**src/rtl/video_timing_irq.sv**
```systemverilog
// Raster timing generator with line-compare and vblank interrupt controller.
// Counters advance every pixel clock; all decodes are combinational from them.
module video_timing_irq #(
  parameter int H_ACTIVE    = 352,
  parameter int H_FP        = 10,
  parameter int H_SYNC      = 32,
  parameter int H_BP        = 56,
  parameter int V_ACTIVE    = 240,
  parameter int V_FP        = 10,
  parameter int V_SYNC      = 2,
  parameter int V_BP        = 10,
  parameter int H_BORDER    = 16,
  parameter int V_BORDER    = 20,
  parameter bit HSYNC_POL   = 1'b0,
  parameter bit VSYNC_POL   = 1'b0,
  parameter int HPOS_W      = 9,
  parameter int VPOS_W      = 9,
  parameter int NUM_LINEIRQ = 2
) (
  input  logic              clk,
  input  logic              reset,
  input  logic [3:0]        io_addr,
  input  logic [7:0]        io_wrdata,
  input  logic              io_wren,
  output logic [7:0]        io_rddata,
  output logic [HPOS_W-1:0] hpos,
  output logic [VPOS_W-1:0] vpos,
  output logic              hsync,
  output logic              vsync,
  output logic              hblank,
  output logic              vblank,
  output logic              blank,
  output logic              hborder,
  output logic              vborder,
  output logic              hlast,
  output logic              vnext,
  output logic              irq
);

  localparam int H_TOTAL = H_ACTIVE + H_FP + H_SYNC + H_BP;
  localparam int V_TOTAL = V_ACTIVE + V_FP + V_SYNC + V_BP;
  localparam int NIRQ    = NUM_LINEIRQ + 1;

  localparam logic [HPOS_W-1:0] H_LAST   = HPOS_W'(H_TOTAL - 1);
  localparam logic [HPOS_W-1:0] H_ACT    = HPOS_W'(H_ACTIVE);
  localparam logic [HPOS_W-1:0] H_SYNC_S = HPOS_W'(H_ACTIVE + H_FP);
  localparam logic [HPOS_W-1:0] H_SYNC_E = HPOS_W'(H_ACTIVE + H_FP + H_SYNC);
  localparam logic [HPOS_W-1:0] H_BRD_L  = HPOS_W'(H_BORDER);
  localparam logic [HPOS_W-1:0] H_BRD_R  = HPOS_W'(H_ACTIVE - H_BORDER);

  localparam logic [VPOS_W-1:0] V_LAST   = VPOS_W'(V_TOTAL - 1);
  localparam logic [VPOS_W-1:0] V_ACT    = VPOS_W'(V_ACTIVE);
  localparam logic [VPOS_W-1:0] V_SYNC_S = VPOS_W'(V_ACTIVE + V_FP);
  localparam logic [VPOS_W-1:0] V_SYNC_E = VPOS_W'(V_ACTIVE + V_FP + V_SYNC);
  localparam logic [VPOS_W-1:0] V_BRD_T  = VPOS_W'(V_BORDER);
  localparam logic [VPOS_W-1:0] V_BRD_B  = VPOS_W'(V_ACTIVE - V_BORDER);

  localparam logic [3:0] A_VPOS_LO = 4'h8;
  localparam logic [3:0] A_VPOS_HI = 4'h9;
  localparam logic [3:0] A_IRQMASK = 4'hA;
  localparam logic [3:0] A_IRQSTAT = 4'hB;
  localparam logic [3:0] A_FRAMECNT = 4'hC;

  logic [VPOS_W-1:0]      linecmp [NUM_LINEIRQ];
  logic [15:0]            cmp_ext [NUM_LINEIRQ];
  logic [NUM_LINEIRQ-1:0] match;
  logic [NUM_LINEIRQ-1:0] match_r;
  logic [NIRQ-1:0]        irqmask;
  logic [NIRQ-1:0]        irqstat;
  logic [NIRQ-1:0]        stat_set;
  logic [NIRQ-1:0]        stat_clr;
  logic [7:0]             framecnt;
  logic                   vblank_r;
  logic                   vblank_rise;
  logic [15:0]            wr_hi;
  logic [15:0]            vpos_ext;

  // Raster counters
  always_ff @(posedge clk or posedge reset) begin
    if (reset) begin
      hpos <= '0;
      vpos <= '0;
    end else if (hlast) begin
      hpos <= '0;
      vpos <= (vpos == V_LAST) ? '0 : vpos + VPOS_W'(1);
    end else begin
      hpos <= hpos + HPOS_W'(1);
    end
  end

  assign hlast   = (hpos == H_LAST);
  assign vnext   = hlast;
  assign hblank  = (hpos >= H_ACT);
  assign vblank  = (vpos >= V_ACT);
  assign blank   = hblank | vblank;
  assign hborder = (hpos < H_BRD_L) || ((hpos >= H_BRD_R) && (hpos < H_ACT));
  assign vborder = (vpos < V_BRD_T) || ((vpos >= V_BRD_B) && (vpos < V_ACT));
  assign hsync   = ((hpos >= H_SYNC_S) && (hpos < H_SYNC_E)) ? HSYNC_POL : ~HSYNC_POL;
  assign vsync   = ((vpos >= V_SYNC_S) && (vpos < V_SYNC_E)) ? VSYNC_POL : ~VSYNC_POL;

  // IO bus: io_wren is a single-cycle strobe that commits on the next edge;
  // io_rddata is a pure decode of io_addr and the registers, no handshake or stall.
  assign wr_hi    = {io_wrdata, 8'h00};
  assign vpos_ext = 16'(vpos);

  always_ff @(posedge clk or posedge reset) begin
    if (reset) begin
      for (int k = 0; k < NUM_LINEIRQ; k++) linecmp[k] <= '0;
    end else if (io_wren) begin
      for (int k = 0; k < NUM_LINEIRQ; k++) begin
        if (io_addr == 4'(2 * k))     linecmp[k][7:0]        <= io_wrdata;
        if (io_addr == 4'(2 * k + 1)) linecmp[k][VPOS_W-1:8] <= wr_hi[VPOS_W-1:8];
      end
    end
  end

  for (genvar k = 0; k < NUM_LINEIRQ; k++) begin : g_ch
    assign match[k]   = (vpos == linecmp[k]);
    assign cmp_ext[k] = 16'(linecmp[k]);
  end

  assign vblank_rise = vblank & ~vblank_r;
  assign stat_set    = {match & ~match_r, vblank_rise};
  assign stat_clr    = (io_wren && (io_addr == A_IRQSTAT)) ? io_wrdata[NIRQ-1:0] : '0;

  // match_r powers up as all-ones so a compare sitting on line 0 waits a frame.
  always_ff @(posedge clk or posedge reset) begin
    if (reset) begin
      match_r  <= '1;
      vblank_r <= 1'b0;
      irqmask  <= '0;
      irqstat  <= '0;
      framecnt <= 8'h00;
    end else begin
      match_r  <= match;
      vblank_r <= vblank;
      irqstat  <= (irqstat & ~stat_clr) | stat_set;
      if (io_wren && (io_addr == A_IRQMASK)) irqmask <= io_wrdata[NIRQ-1:0];
      if (vblank_rise) framecnt <= framecnt + 8'd1;
    end
  end

  assign irq = |(irqstat & irqmask);

  always_comb begin
    io_rddata = 8'h00;
    for (int k = 0; k < NUM_LINEIRQ; k++) begin
      if (io_addr == 4'(2 * k))     io_rddata = cmp_ext[k][7:0];
      if (io_addr == 4'(2 * k + 1)) io_rddata = cmp_ext[k][15:8];
    end
    case (io_addr)
      A_VPOS_LO:  io_rddata = vpos_ext[7:0];
      A_VPOS_HI:  io_rddata = vpos_ext[15:8];
      A_IRQMASK:  io_rddata = 8'(irqmask);
      A_IRQSTAT:  io_rddata = 8'(irqstat);
      A_FRAMECNT: io_rddata = framecnt;
      default:    ;
    endcase
  end

endmodule

```
**config.mk**
```make
export PLATFORM = sky130hd
export DESIGN_NAME = video_timing_irq
export DESIGN_NICKNAME = d
export VERILOG_FILES = /design/src/rtl/video_timing_irq.sv
export SDC_FILE = /design/constraint.sdc
export NUM_CORES = 1
export LEC_CHECK = 0
export BUFFER_PORTS_ARGS = -buffer_cell sky130_fd_sc_hd__buf_2
export CAP_MARGIN = 20
export CORE_MARGIN = 2
export CORE_UTILIZATION = 30
export DETAILED_ROUTE_END_ITERATION = 12
export SKIP_LAST_GASP = 1
export SLEW_MARGIN = 40
export SYNTH_ARGS = -nofsm -noshare
export SYNTH_HDL_FRONTEND = slang
export SYNTH_SLANG_ARGS = --single-unit
```
**constraint.sdc**
```tcl
create_clock -name clk -period 1.7 [get_ports clk]
set_input_delay 0.255 -clock clk [delete_from_list [all_inputs] [get_ports clk]]
set_output_delay 0.255 -clock clk [all_outputs]
set_load 0.03 [all_outputs]
```
; Word level (Yosys, flattened, before mapping)
; Index checks and enable logic that the tools add are counted.
[word_totals]
regBits = 53
input_bits = 15
output_inout_bits = 36
word_cells = 71
[op_classes]
n_addsub = 3
magnitude_cmp = 12
eq_ne = 12
n_mux = 10
bitwise_logic = 9
n_reduce_logical = 14
[op_table]
columns = operator, count
row1 = $pmux W8 S5, 1
row2 = $mux W8, 4
row3 = $ge A9 B8 Y1 const B, 3
row4 = $ge A9 B9 Y1 const B, 3
row5 = $eq A4 B4 Y1 const B, 5
row6 = $add A9 B1 Y9 const B, 2
row7 = $eq A9 B9 Y1, 2
row8 = $eq A9 B9 Y1 const B, 2
row9 = $lt A9 B5 Y1 const B, 2
row10 = $lt A9 B8 Y1 const B, 2
row11 = $lt A9 B9 Y1 const B, 2
row12 = $mux W9, 2
row13 = $add A8 B1 Y8 const B, 1
row14 = $eq A4 B2 Y1 const B, 2
row15 = $reduce_and A2 Y1, 4
row16 = $and A3 B3 Y3, 2
row17 = $logic_and A1 B1 Y1, 6
row18 = $eq A4 B1 Y1 const B, 1
row19 = $logic_not A4 Y1, 1
row20 = $mux W3, 1
row21 = $not A3 Y3, 1
row22 = $or A3 B3 Y3, 1
row23 = $reduce_or A3 Y1, 1
row24 = $and A2 B2 Y2, 1
row25 = 6 further kinds, 8

; Longest topological paths before layout
[logic_depth]
depth_word = 6
ltp_mapped = 7
mapped_depth_nobuf = 6

; Worst setup path before layout
; No wires, ideal clock.
[synth_timing]
path_type = reg2out
from = register hpos[6]
to = output hborder
t_arrival_ns = 1.829
setup_slack_ns = -0.384
stages_incl_launch_ff = 4
path_buffers = 1
cell_sequence = dfrtp_1 -> buf_2 -> or3_1 -> a211oi_1
[synth_between]
elab_chain_cells = 3
[synth_rtl]
columns = element, line_no
row1 = "start, declared", 26  ; output logic [HPOS_W-1:0] hpos,
row2 = "start signal, assigned", 87  ; hpos <= hpos + HPOS_W'(1);
row3 = $ge A9 B9 Y1 or $lt A9 B9 Y1 (tied branches), 96  ; assign hborder = (hpos < H_BRD_L) || ((hpos >= H_BRD_R) && (hpos < H_ACT));
row4 = $logic_and A1 B1 Y1, 96
row5 = $logic_or A1 B1 Y1 (*), 96
row6 = "end, declared", 33  ; output logic hborder,
; Mark *: on every way between the ends. The rest lies on a longest branch, timed or not.

; Worst setup path in the final report
[layout_timing]
from = register vpos[7]
to = output vborder
[layout_between]
elab_chain_cells = 3
[layout_rtl]
columns = element, line_no
row1 = "start, declared", 27  ; output logic [VPOS_W-1:0] vpos,
row2 = "start signal, assigned", 85  ; vpos <= (vpos == V_LAST) ? '0 : vpos + VPOS_W'(1);
row3 = $ge A9 B8 Y1 or $lt A9 B8 Y1 (tied branches), 97  ; assign vborder = (vpos < V_BRD_T) || ((vpos >= V_BRD_B) && (vpos < V_ACT));
row4 = $logic_and A1 B1 Y1, 97
row5 = $logic_or A1 B1 Y1 (*), 97
row6 = "end, declared", 34  ; output logic vborder,
; Marks and branches as above.

==> summary.txt <==
Cells and area
  • Area Growth Syn to Fin: 43.7%
  • Final Non-Filler Cells: 528
  • Number of diodes: 0
  • Layout cells sized above 1: 0.504
  • Final instance area: 4350 um2
  • Final net count: 414

Pwr
  • Worst vdd ir: 0.356 mV
  • Power Density: 710 nW/um2
  • Leakage power: 0.00203 uW

STA
  • Max Fclk: 550 MHz
  • PnR worst setup slack: -0.118 ns
  • Fin crit share: 1.07
  • Final-report hold violation count: 0
  • Minimum clock period: 1.82 ns
  • RSZ-0062 raised after global routing: yes
  • Slew margin rel.: 0.729
  • # setup viols final: 13
  • Slew @ Worst Pin: 0.407 ns
  • Slew Viols, Final: 0
  • Clk_skew: 0.0129 ns

Synth
  • Post-synth EDFFs: 0
  • Yosys top cell area share: 0.421
  • Cell taking the most area after synthesis: dfrtp_1
  • Net Count, Synth: 309
  • Mapped Cells: 289
  • Post-synth ARST share: 1.00
  • Sequential cell area fraction in the yosys report: 0.439
  • Main synth FF type: dfrtp_1
  • #FFs+latches synth: 53
  • Top post-synthesis cells by area: dfrtp_1, mux2_2, xnor2_1
  • Synth Area per Inst: 10.5 um2
  • Yosys warns: 0
  • Post-synth cell types: 47
  • Synthesized area: 3030 um2

Clock network
  • Clock buffer depth: 2
  • CTS tree: built
  • Inserted Clock Buffers: 5
  • Clk_lat worst skew: 0.31 ns
  • H-tree level count: 2
  • CTS root buf: clkbuf_8
  • Clock Sinks: 53
  • Reg clk slew, reported paths: 0.11 ns

Drt
  • Residual DRC count: 0
  • Initial DRC count: 203
  • Post-detailed-route wirelength per cell: 16.1 um
  • Vias: 2612
  • DR vias/cell: 4.95
  • Final wirelength: 8.49 mm
  • Antenna Violating Nets Remaining: 0
  • TritonRoute pass-1 iters: 5

Die
  • Total Die Area: 10900 um2
  • Total core area: 9770 um2
  • Die width: 104 um
  • Top-Level Pins: 51
  • Initial core utilization: 0.310
  • Die Ht: 104 um
  • Rows: 36

GRT
  • Largest net degree at the start of global routing: 54
  • First-pass GRT wire length: 13.5 mm
  • Total track usage: 0.153
  • Antenna violations before repair: 0
  • Vias in the first global route: 2622
  • Grt ovf: 0

Flow run
  • Max Cap Viol: 0

Setup path
  • Worst setup SP type: register
  • Worst-path cell chain: nor4_4 -> a21oi_1 -> o22a_1 -> nor2_4 -> buf_6
  • CP max-delay cell: dfrtp_2
  • Crit path DAT: 1.56 ns
  • Critical path capture point type: output pin
  • CP max stage delay: 0.48 ns
  • Buf/Inv on CP: 1
  • Critical path's top delay family: flip-flops
  • Crit-path max FO: 4
  • Critical path type: reg -> out
  • Worst Path Required: 1.44 ns

Min path
  • Hold Crit Class: in -> reg

Placed design
  • GPL Wtd Cong: 0.844
  • Placed Cells: 487
  • Hpwl dp: 5.92 mm
  • Placed inst area: 3730 um2
  • IO Port Bufs: 50

Outcome
  • Failing checks: setup timing
  • Outcome: complete, but fails checks
==> final cells by class <==
cell class	instances	area, um2
fill	926	5420
multi-input combinational	205	1780
sequential	53	1350
timing repair buffer	120	908
tap	133	166
clock buffer	5	68.8
clock inverter	3	47.5
inverter	9	36.3
==> layout by cell type (no fill, tap or decap), types with 3 or more instances in the layout <==
cell	netlist	layout
buf_4	2	64
dfrtp_1	51	35
buf_2	7	35
xnor2_1	26	26
mux2_2	23	22
buf_6	1	18
dfrtp_2	0	16
nand2_1	14	14
mux2i_1	15	14
nand4_1	10	10
nand3_1	10	10
xor2_1	9	9
nor2_1	10	8
nor3_1	7	7
and3_1	7	7
a21oi_1	10	7
inv_1	9	6
o22ai_2	0	5
clkbuf_8	0	5
o21ai_0	8	4
ha_1	5	4
nand3b_1	3	3
or3_1	3	3
and2_1	3	3
a222oi_1	3	3
==> cell usage after synthesis, drive strengths merged (2+ instances only) <==
master,instances
nand3b,3
inv,9
nor2b,2
a21oi,10
nand3,10
xor2,9
nor4,3
a31oi,3
or3,3
nor3,7
a222oi,3
a22o,2
mux2,24
o21ai,8
buf,11
nor4b,3
nand2b,3
mux2i,15
dfrtp,51
nand2,14
and2,4
nor2,10
nand4,10
nor3b,2
clkbuf,11
xnor2,26
a211oi,2
dfstp,2
o22ai,6
a21o,2
and3,7
ha,5
==> registers in the layout, indices dropped and copies added (netlist names) <==
signal	flops
vpos	9
hpos	9
irqmask	3
cmp_ext	18
framecnt	8
irqstat	3
vblank_r	1
match_r	2
==> logic make-up after synthesis <==
kind of cell    after synthesis  share of synthesized area
fa+ha+maj                     5                     0.0207
xor+xnor                     35                      0.101
mux                          39                      0.139
flops                        53                      0.439
buf+inv                      31                     0.0463
simple gates                 85                      0.167
compound gates               41                     0.0876
==> final timing paths <==
| kind | start | cells past startpoint | slack (ns) | endpoint |
|---|---|---|---|---|
| max reg2reg | vpos[6]$_DFFE_PP0P_ | 7 | -0.01 | irqstat[2]$_DFF_PP0_ |
| max | vpos[7]$_DFFE_PP0P_ | 5 | -0.12 | vborder |
| min in group asynchronous | reset | 4 | 0.53 | vpos[2]$_DFFE_PP0P_ |
| max in group asynchronous | reset | 4 | 0.89 | match_r[0]$_DFF_PP1_ |
| min | io_wrdata[4] | 2 | 0.19 | cmp_ext[20]$_DFFE_PP0P_ |
| min reg2reg | framecnt[6]$_DFFE_PP0P_ | 1 | 0.52 | framecnt[6]$_DFFE_PP0P_ |
==> per-stage QoR <==
| stage | setup slack [ns] | util | total power (uW) | setup TNS, ns | hold slack [ns] |
|---|---|---|---|---|---|
| 2_1_floorplan | -0.106 | - | 1930 | -0.277 | 0.405 |
| 3_3_place_gp | 0.0755 | 0.381 | 2090 | 0 | 0.323 |
| 3_5_place_dp | 0.0259 | 0.381 | 2110 | 0 | 0.327 |
| 4_1_cts | -0.143 | 0.420 | 3080 | -0.996 | 0.181 |
| 5_1_grt | -0.221 | 0.445 | 3230 | -1.91 | 0.181 |
| 6_report | -0.118 | 0.445 | 3090 | -0.811 | 0.190 |
==> per-layer routing <==
layer	GRT usage	wire length, um	vias to the layer above
met5	0	0	-
met4	0.0405	119	0
met3	0.0269	364	8
met2	0.260	4410	74
met1	0.200	3590	1289
li1	-	-	1241
==> timing repair <==
| action | 4_1_cts | 5_1_grt |
|---|---|---|
| pin swaps | 9 | 9 |
| setup endpoints to repair | 12 | 24 |
| hold endpoints to repair | 51 | 0 |
| buffers inserted | 17 | 16 |
| gates resized for setup | 33 | 42 |
| hold buffers | 1 | 0 |
==> power breakdown <==
part / internal [uW] / switching [uW]
registers: 1400 / 141
logic: 352 / 294
clock network: 450 / 450
total: 2200 / 885
==> worst reg2reg max path, cell delays in order, from the launching register on <==
cell and delay, ns:
dfrtp_2 0.46, buf_6 0.14, buf_6 0.12, buf_4 0.13
xor2_1 0.14, nor4_1 0.24, and4_1 0.27, a22o_1 0.15
Note: power is estimated with default switching activity, not from simulation.
